$ cat src/rtl/branch_target_queue_if.sv
// Decoder-to-queue-to-branch-unit bus for the branch target queue.
// slave is the queue's view, master is the environment's (decoder and branch unit) view.
interface branch_target_queue_if #(
    parameter int addressWidth            = 64,
    parameter int instructionCounterWidth = 64,
    parameter int instMinIdWidth          = 7,
    parameter int PidSize                 = 20,
    parameter int TidSize                 = 16,
    parameter int opcodeSize              = 12,
    parameter int bodyWidth               = 28
);
    // decoder side
    logic                               enable_i;
    logic [opcodeSize-1:0]              opcode_i;
    logic [0:bodyWidth-1]               instructionBody_i;
    logic [addressWidth-1:0]            instructionAddress_i;
    logic                               is64Bit_i;
    logic [instructionCounterWidth-1:0] instMajId_i;
    logic [instMinIdWidth-1:0]          instMinId_i;
    logic [PidSize-1:0]                 instPid_i;
    logic [TidSize-1:0]                 instTid_i;
    logic                               stall_o;
    logic                               dropped_o;
    // branch unit side
    logic                               ready_i;
    logic                               valid_o;
    logic [addressWidth-1:0]            target_o;
    logic [addressWidth-1:0]            linkAddr_o;
    logic [0:4]                         BO_o;
    logic [0:4]                         BI_o;
    logic                               usesCtr_o;
    logic                               writesLr_o;
    logic                               unconditional_o;
    logic [instructionCounterWidth-1:0] majId_o;
    logic [instMinIdWidth-1:0]          minId_o;
    logic [PidSize-1:0]                 pid_o;
    logic [TidSize-1:0]                 tid_o;

    modport slave (
        input  enable_i, opcode_i, instructionBody_i, instructionAddress_i, is64Bit_i,
               instMajId_i, instMinId_i, instPid_i, instTid_i, ready_i,
        output stall_o, dropped_o, valid_o, target_o, linkAddr_o, BO_o, BI_o,
               usesCtr_o, writesLr_o, unconditional_o, majId_o, minId_o, pid_o, tid_o
    );

    modport master (
        output enable_i, opcode_i, instructionBody_i, instructionAddress_i, is64Bit_i,
               instMajId_i, instMinId_i, instPid_i, instTid_i, ready_i,
        input  stall_o, dropped_o, valid_o, target_o, linkAddr_o, BO_o, BI_o,
               usesCtr_o, writesLr_o, unconditional_o, majId_o, minId_o, pid_o, tid_o
    );
endinterface

$ cat src/rtl/branch_target_queue.sv
// Branch target queue: resolves B-form Branch Conditional targets/link addresses
// on the input side and buffers them in a DEPTH-entry FIFO for branch dispatch.
module branch_target_queue #(
    parameter int addressWidth            = 64,
    parameter int instructionCounterWidth = 64,
    parameter int instMinIdWidth          = 7,
    parameter int PidSize                 = 20,
    parameter int TidSize                 = 16,
    parameter int opcodeSize              = 12,
    parameter int bodyWidth               = 28,
    parameter int DEPTH                   = 4,
    parameter int BranchCondOpcode        = 25
) (
    input logic clock_i,
    input logic reset_i,
    branch_target_queue_if.slave bus
);
    localparam int PtrW = $clog2(DEPTH);
    localparam logic [PtrW:0] FULL = (PtrW + 1)'(DEPTH);
    localparam logic [addressWidth-1:0] LOW32_MASK = addressWidth'(64'h0000_0000_FFFF_FFFF);

    typedef struct packed {
        logic [addressWidth-1:0]            target;
        logic [addressWidth-1:0]            link;
        logic [0:4]                         bo;
        logic [0:4]                         bi;
        logic                               uses_ctr;
        logic                               writes_lr;
        logic                               uncond;
        logic [instructionCounterWidth-1:0] maj_id;
        logic [instMinIdWidth-1:0]          min_id;
        logic [PidSize-1:0]                 pid;
        logic [TidSize-1:0]                 tid;
    } entry_t;

    entry_t              mem [DEPTH];
    entry_t              in_entry;
    entry_t              head;
    logic [PtrW-1:0]     wr_ptr;
    logic [PtrW-1:0]     rd_ptr;
    logic [PtrW:0]       count;
    logic                valid;
    logic                pop;
    logic                accept;
    logic                push;
    logic                drop;
    logic                dropped_q;
    logic [0:13]         bd;
    logic                aa;
    logic [addressWidth-1:0] disp;
    logic [addressWidth-1:0] target_raw;
    logic [addressWidth-1:0] link_raw;
    logic [1:0]          unused_pad;

    // Handshake: stall only when full and no pop frees a slot this cycle.
    always_comb begin
        valid       = (count != '0);
        pop         = valid && bus.ready_i;
        bus.stall_o = (count == FULL) && !pop;
        accept      = bus.enable_i && !bus.stall_o;
        push        = accept && (bus.opcode_i == opcodeSize'(BranchCondOpcode));
        drop        = accept && (bus.opcode_i != opcodeSize'(BranchCondOpcode));
    end

    // Decode the body and resolve target/link/flags for the incoming instruction.
    always_comb begin
        bd         = bus.instructionBody_i[10:23];
        aa         = bus.instructionBody_i[26];
        unused_pad = bus.instructionBody_i[24:25];
        disp       = {{(addressWidth - 16){bd[0]}}, bd, 2'b00};
        target_raw = aa ? disp : bus.instructionAddress_i + disp;
        link_raw   = bus.instructionAddress_i + addressWidth'(4);
        in_entry           = '0;
        in_entry.target    = bus.is64Bit_i ? target_raw : (target_raw & LOW32_MASK);
        in_entry.link      = bus.is64Bit_i ? link_raw : (link_raw & LOW32_MASK);
        in_entry.bo        = bus.instructionBody_i[0:4];
        in_entry.bi        = bus.instructionBody_i[5:9];
        in_entry.uses_ctr  = ~bus.instructionBody_i[2];
        in_entry.writes_lr = bus.instructionBody_i[27];
        in_entry.uncond    = bus.instructionBody_i[0] & bus.instructionBody_i[2];
        in_entry.maj_id    = bus.instMajId_i;
        in_entry.min_id    = bus.instMinId_i;
        in_entry.pid       = bus.instPid_i;
        in_entry.tid       = bus.instTid_i;
    end

    // Pointer, occupancy and drop-pulse state.
    always_ff @(posedge clock_i) begin
        if (!reset_i) begin
            wr_ptr    <= '0;
            rd_ptr    <= '0;
            count     <= '0;
            dropped_q <= 1'b0;
        end else begin
            dropped_q <= drop;
            if (push) wr_ptr <= wr_ptr + 1'b1;
            if (pop)  rd_ptr <= rd_ptr + 1'b1;
            case ({push, pop})
                2'b10:   count <= count + 1'b1;
                2'b01:   count <= count - 1'b1;
                default: count <= count;
            endcase
        end
    end

    // Entry storage; cleared on reset so the head reads as zero afterwards.
    always_ff @(posedge clock_i) begin
        if (!reset_i) begin
            for (int unsigned i = 0; i < DEPTH; i++) mem[i] <= '0;
        end else if (push) begin
            mem[wr_ptr] <= in_entry;
        end
    end

    // Outputs come straight from the head entry registers.
    always_comb begin
        head                = mem[rd_ptr];
        bus.valid_o         = valid;
        bus.dropped_o       = dropped_q;
        bus.target_o        = head.target;
        bus.linkAddr_o      = head.link;
        bus.BO_o            = head.bo;
        bus.BI_o            = head.bi;
        bus.usesCtr_o       = head.uses_ctr;
        bus.writesLr_o      = head.writes_lr;
        bus.unconditional_o = head.uncond;
        bus.majId_o         = head.maj_id;
        bus.minId_o         = head.min_id;
        bus.pid_o           = head.pid;
        bus.tid_o           = head.tid;
    end
endmodule

$ cat src/flat_wrapper.sv
// flat-port wrapper written by rule: the top's interface ports become plain ports
module branch_target_queue_flat 
#(
    parameter int addressWidth            = 64,
    parameter int instructionCounterWidth = 64,
    parameter int instMinIdWidth          = 7,
    parameter int PidSize                 = 20,
    parameter int TidSize                 = 16,
    parameter int opcodeSize              = 12,
    parameter int bodyWidth               = 28,
    parameter int DEPTH                   = 4,
    parameter int BranchCondOpcode        = 25
)
  (clock_i, reset_i, bus_enable_i, bus_opcode_i, bus_instructionBody_i, bus_instructionAddress_i, bus_is64Bit_i, bus_instMajId_i, bus_instMinId_i, bus_instPid_i, bus_instTid_i, bus_ready_i, bus_stall_o, bus_dropped_o, bus_valid_o, bus_target_o, bus_linkAddr_o, bus_BO_o, bus_BI_o, bus_usesCtr_o, bus_writesLr_o, bus_unconditional_o, bus_majId_o, bus_minId_o, bus_pid_o, bus_tid_o);
  branch_target_queue_if #(.addressWidth(addressWidth), .instructionCounterWidth(instructionCounterWidth), .instMinIdWidth(instMinIdWidth), .PidSize(PidSize), .TidSize(TidSize), .opcodeSize(opcodeSize), .bodyWidth(bodyWidth)) bus_i ();
  input logic clock_i;
  input logic reset_i;
  input wire logic [$bits(bus_i.enable_i)-1:0] bus_enable_i;
  input wire logic [$bits(bus_i.opcode_i)-1:0] bus_opcode_i;
  input wire logic [$bits(bus_i.instructionBody_i)-1:0] bus_instructionBody_i;
  input wire logic [$bits(bus_i.instructionAddress_i)-1:0] bus_instructionAddress_i;
  input wire logic [$bits(bus_i.is64Bit_i)-1:0] bus_is64Bit_i;
  input wire logic [$bits(bus_i.instMajId_i)-1:0] bus_instMajId_i;
  input wire logic [$bits(bus_i.instMinId_i)-1:0] bus_instMinId_i;
  input wire logic [$bits(bus_i.instPid_i)-1:0] bus_instPid_i;
  input wire logic [$bits(bus_i.instTid_i)-1:0] bus_instTid_i;
  input wire logic [$bits(bus_i.ready_i)-1:0] bus_ready_i;
  output wire logic [$bits(bus_i.stall_o)-1:0] bus_stall_o;
  output wire logic [$bits(bus_i.dropped_o)-1:0] bus_dropped_o;
  output wire logic [$bits(bus_i.valid_o)-1:0] bus_valid_o;
  output wire logic [$bits(bus_i.target_o)-1:0] bus_target_o;
  output wire logic [$bits(bus_i.linkAddr_o)-1:0] bus_linkAddr_o;
  output wire logic [$bits(bus_i.BO_o)-1:0] bus_BO_o;
  output wire logic [$bits(bus_i.BI_o)-1:0] bus_BI_o;
  output wire logic [$bits(bus_i.usesCtr_o)-1:0] bus_usesCtr_o;
  output wire logic [$bits(bus_i.writesLr_o)-1:0] bus_writesLr_o;
  output wire logic [$bits(bus_i.unconditional_o)-1:0] bus_unconditional_o;
  output wire logic [$bits(bus_i.majId_o)-1:0] bus_majId_o;
  output wire logic [$bits(bus_i.minId_o)-1:0] bus_minId_o;
  output wire logic [$bits(bus_i.pid_o)-1:0] bus_pid_o;
  output wire logic [$bits(bus_i.tid_o)-1:0] bus_tid_o;
  assign bus_i.enable_i = bus_enable_i;
  assign bus_i.opcode_i = bus_opcode_i;
  assign bus_i.instructionBody_i = bus_instructionBody_i;
  assign bus_i.instructionAddress_i = bus_instructionAddress_i;
  assign bus_i.is64Bit_i = bus_is64Bit_i;
  assign bus_i.instMajId_i = bus_instMajId_i;
  assign bus_i.instMinId_i = bus_instMinId_i;
  assign bus_i.instPid_i = bus_instPid_i;
  assign bus_i.instTid_i = bus_instTid_i;
  assign bus_i.ready_i = bus_ready_i;
  assign bus_stall_o = bus_i.stall_o;
  assign bus_dropped_o = bus_i.dropped_o;
  assign bus_valid_o = bus_i.valid_o;
  assign bus_target_o = bus_i.target_o;
  assign bus_linkAddr_o = bus_i.linkAddr_o;
  assign bus_BO_o = bus_i.BO_o;
  assign bus_BI_o = bus_i.BI_o;
  assign bus_usesCtr_o = bus_i.usesCtr_o;
  assign bus_writesLr_o = bus_i.writesLr_o;
  assign bus_unconditional_o = bus_i.unconditional_o;
  assign bus_majId_o = bus_i.majId_o;
  assign bus_minId_o = bus_i.minId_o;
  assign bus_pid_o = bus_i.pid_o;
  assign bus_tid_o = bus_i.tid_o;
  branch_target_queue #(.addressWidth(addressWidth), .instructionCounterWidth(instructionCounterWidth), .instMinIdWidth(instMinIdWidth), .PidSize(PidSize), .TidSize(TidSize), .opcodeSize(opcodeSize), .bodyWidth(bodyWidth), .DEPTH(DEPTH), .BranchCondOpcode(BranchCondOpcode)) u_core (.clock_i(clock_i), .reset_i(reset_i), .bus(bus_i));
endmodule
$ cat config.mk
export PLATFORM = sky130hd
export DESIGN_NAME = branch_target_queue_flat
export DESIGN_NICKNAME = d
export VERILOG_FILES = /design/src/rtl/branch_target_queue_if.sv /design/src/rtl/branch_target_queue.sv /design/src/flat_wrapper.sv
export SDC_FILE = /design/constraint.sdc
export NUM_CORES = 1
export LEC_CHECK = 0
export BUFFER_PORTS_ARGS = -buffer_cell sky130_fd_sc_hd__buf_2
export CORE_AREA = 2 2 398 302
export DETAILED_ROUTE_END_ITERATION = 8
export DIE_AREA = 0 0 400 304
export PLACE_DENSITY_LB_ADDON = 0.3
export SKIP_LAST_GASP = 1
export SLEW_MARGIN = 15
export SYNTH_ARGS = -nofsm -noshare
export SYNTH_HDL_FRONTEND = slang
export SYNTH_SLANG_ARGS = --single-unit
export TNS_END_PERCENT = 100
$ cat constraint.sdc
create_clock -name clock_i -period 11 [get_ports clock_i]
set_input_delay 1.65 -clock clock_i [delete_from_list [all_inputs] [get_ports clock_i]]
set_output_delay 1.65 -clock clock_i [all_outputs]
set_load 0.02 [all_outputs]
* Word level (Yosys, flattened, before mapping)
Memories as Yosys holds them, arrays and structs flattened. A register that Yosys moved wholly into a read port is not among the register bits. Index checks and enable logic that the tools add are counted.
Operators by class: reduce and logical (&&, ||, !) cells 10, equal/unequal tests 5, add/sub/neg operators 6, muxes and demuxes 13, bitwise gates (word level) 2
Operators by type and width (count):
- $mux W248 | 1
- $reduce_or A248 Y1 | 1
- $mux W64 | 3
- $add A64 B3 Y64 const B | 1
- $add A64 B64 Y64 | 1
- $eq A12 B5 Y1 const B | 1
- $ne A12 B5 Y1 const B | 1
- $mux W2 | 3
- $pmux W3 S2 | 1
- $logic_and A1 B1 Y1 | 5
- $mux W1 | 5
- $add A2 B1 Y2 const B | 2
- $add A3 B1 Y3 const B | 1
- $eq A3 B3 Y1 const B | 1
- $reduce_bool A3 Y1 | 1
- $sub A3 B1 Y3 const B | 1
- $eq A2 B1 Y1 const B | 1
- $eq A2 B2 Y1 const B | 1
- $logic_not A1 Y1 | 2
- $reduce_bool A2 Y1 | 1
- $and A1 B1 Y1 | 1
- $not A1 Y1 | 1
Word-level totals: flip-flop bits (word level) 8, bits in writable memories 992, input bits 216, output and inout port bits 251, logic and storage cells 41, memories 1
Memory list:
- u_core.mem | depth 4, width 248, rd ports 1, clocked after Yosys merged registers in 1, write ports 4, line branch_target_queue.sv:36 | entry_t mem [DEPTH];

* Logic depth before layout (Yosys ltp)
word-level depth 12, mapped depth 12, gate-level depth less buffers 11

* Worst setup path after synthesis
Ideal clock, no wire load.
kind in2reg, from input port bus_ready_i, to memory u_core.mem[0][0] (netlist bit), enable pin, slack 1330 ps, data arrival time 7769 ps, data required time 9100 ps, library setup time 1900 ps, stages 8, path buffers 3, path through nor4b_1 -> nand3b_1 -> or2_2 -> clkbuf_1 -> or3_1 -> clkbuf_1 -> clkbuf_1 -> nand2_1
RTL lines:
- start, declared | line flat_wrapper.sv:27 | input wire logic [$bits(bus_i.ready_i)-1:0] bus_ready_i;
- end, declared | line branch_target_queue.sv:36

==> flow_summary.toml <==
[status]
status = "finished clean"

[grt]
grt_max_degree = 153
track_usage = 0.205
grt_pass1_wl_mm = 187
antenna_found_initial = 23
grt_pass1_vias = 29528
overflow = 0

[placed_design]
placed_cells = 5354
place.gp.congestion = 0.887
port_buffers = 464
hpwlAfterDp_mm = 79.1

[power]
leakage_nw = 19.9
power_density_nw_per_um2 = 156
worst_ir_drop_vdd_mv = 0.139
pwr-share-clk = 0.397
swShare = 0.237
combPwrFrac = 0.082
finalPower_mw = 8.40
internal_power_mw = 6.41
p_seq_frac = 0.521
p_sw_mw = 1.99

[min_path]
hp-class = "reg2reg"
hold_start = "u_core.count[2]"

[cells_and_area]
finalNetCount = 4169
final_cell_mix = "edfxtp_1, nor2_1, buf_2, nand2_1, mux4_2"
layout_commonest_cell = "edfxtp_1"
num-fill-cells = 10676
layout-drive-gt1-share = 0.238
area_growth_pct = 15.3
fin_cells = 5548

[synth]
synth_cells = 3479
synthMuxAreaShare = 0.122
ys_ff_latch = 1002
synth_edf_count = 992
syn_avg_cell_area_sq_um = 13.4
synth_ff_type = "edfxtp_1"
ys_types = 80
yosysWarnings = 0
synth_top_family_by_area = "simple AND/OR/NAND/NOR gates"
ys_seq_area_frac = 0.641
synth-adder-area-share = 0.0177
synth_nets = 3760
synth-simple-area-share = 0.128
synth-xor-area-share = 0.0210
synth-compound-area-share = 0.0385
mappedNetlistArea_sq_um = 46800
postSynth.asyncResetShare = 0

[setup_path]
r2r-start = "u_core.wr_ptr[0]"
cp-end-kind = "primary output"
rr_worst_depth = 6
worstSetupStartpointType = "register"
reg2reg_to = "u_core.mem[1][94]"
setup.worst_path.end = "bus_target_o[48]"
r2r_setup_slack_ps = 6580
crit_type = "reg2out"
arrival_ps = 3990
crit_required_ps = 9350
crit_path_max_fanout = 41

[clock_network]
post_cts_buffers = 0
cts-buffers-inserted = 100
cts_resized = 0
clk_pin_slew_worst_paths_ps = 60
cts_buffer_depth = 3
cts.htree.levels = 3
cts.sinks = 1002
clock_latency_ps = 720
cts.root.buffer_cell = "clkbuf_16"
cts-hold-fix-buffers = 0
cts_tree = "done"

[drt]
drtPass1Iterations = 5
via_count = 29364
initialDrtViolationCount = 2473
drc = 0
postRouteWirelength_mm = 126
wl_per_cell_um = 22.6
via_per_inst = 5.29
drtAntennaViolNets = 0

[die]
die_h_um = 304
die_area_sq_um = 122000
fp-row-count = 110
initial_core_util = 0.395
ios = 467
core_area_sq_um = 118000
die_w_um = 400

[sta]
finalCritPeriodShare = 0.513
worst_pin_slew_ps = 1130
final-setup-viol-count = 0
timing.slew.headroom = 0.248
setup_tns_ps = 0
clock_skew_ps = 27.8
slew_viol_final = 0
report.final.hold_viol_count = 0
layout_min_cycle_time_ps = 5640
rsz0062_at_grt = "no"
fmax_mhz = 177

[job]
max-cap-violations = 0
[sequential cells by signal (all words and copies together), names as in the netlist, named ones only]
name and flops:
u_core.mem 992, u_core.count 3, u_core.rd_ptr 2, u_core.bus.dropped_o 1
u_core.wr_ptr 2
[routing by layer]
layer | vias up | track usage | part of all wire
met2 | 946 | 0.329 | 0.48
met1 | 14712 | 0.280 | 0.43
met3 | 208 | 0.0433 | 0.067
met4 | 22 | 0.0593 | 0.026
met5 | - | 0 | 0.0012
li1 | 13476 | - | -
[cell usage after synthesis, types with 11 or more instances]
| cell | n | area (sq um) |
|---|---|---|
| o21bai_1 | 16 | 120 |
| buf_1 | 40 | 150 |
| clkbuf_1 | 141 | 529 |
| nor2_1 | 752 | 2820 |
| nand2b_1 | 13 | 81.3 |
| a21o_1 | 18 | 135 |
| edfxtp_1 | 992 | 29800 |
| o21ai_0 | 82 | 410 |
| xor2_1 | 54 | 473 |
| nand3_1 | 25 | 125 |
| mux4_2 | 248 | 5590 |
| a21oi_1 | 106 | 531 |
| nor2b_1 | 13 | 81.3 |
| buf_2 | 14 | 70.1 |
| nand2_1 | 271 | 1020 |
| xnor2_1 | 58 | 508 |
| and3_1 | 15 | 93.8 |
| or3_1 | 11 | 68.8 |
| inv_1 | 189 | 709 |
| and2_1 | 138 | 863 |
| nor3_1 | 41 | 205 |
| ha_1 | 63 | 788 |
| nand4_1 | 37 | 231 |
[critical path, cell delays in order (launching register included)]
cell and delay, ps:
dfxtp_4 740, buf_4 810, buf_4 790, mux4_2 660, buf_2 190
[through the flow]
step           utilization  cell area, sq um  hold slack (ps)  setup WS, ps
2_1_floorplan            -             46800              468          1330
3_3_place_gp         0.429             50800              484          5230
3_5_place_dp         0.429             50800              496          5190
4_1_cts              0.456             53900              505          5140
5_1_grt              0.456             54000              582          4960
6_report             0.456             54000              510          5360
[logic make-up (layout without fill, tap and decap cells)]
kind of cell / after synthesis / in the layout
AOI/OAI and AO/OA: 291 / 291
xor gates and xnor gates: 112 / 112
adders and majority gates: 65 / 65
buffers and inverters: 388 / 876
DFF: 1002 / 1002
muxes: 259 / 259
other: 0 / 13
and+or+nand+nor: 1362 / 1362
[cell type report]
type	count	area, sq um	area share
Clock buffer	129	2660	0.0493
Sequential cell	1002	30000	0.556
Multi-Input combinational cell	2089	15400	0.285
Timing Repair Buffer	506	2700	0.0501
Antenna cell	13	32.5	0.000603
Inverter	189	709	0.0131
Tap cell	1568	1960	0.0364
Clock inverter	52	503	0.00932
[power by group through the flow]
stage               Combinational (mW)  Clock (mW)  Sequential [mW]
CTS                              0.686        3.40             4.38
finish                           0.685        3.33             4.38
global placement                 0.684           0             4.45
detailed placement               0.682           0             4.46
global route                     0.737        3.56             4.39
floorplan                        0.416           0             4.49
[worst min-delay path by stage]
stage | endpoint | slack, ps | cells after the start
2_1_floorplan | u_core.count[2] | 470 | 2
3_3_place_gp | u_core.count[2] | 480 | 2
3_5_place_dp | u_core.count[2] | 500 | 2
4_1_cts | u_core.count[2] | 500 | 2
5_1_grt | u_core.count[2] | 580 | 2
6_report | u_core.count[2] | 510 | 2
(Power assumes the default switching activity.)
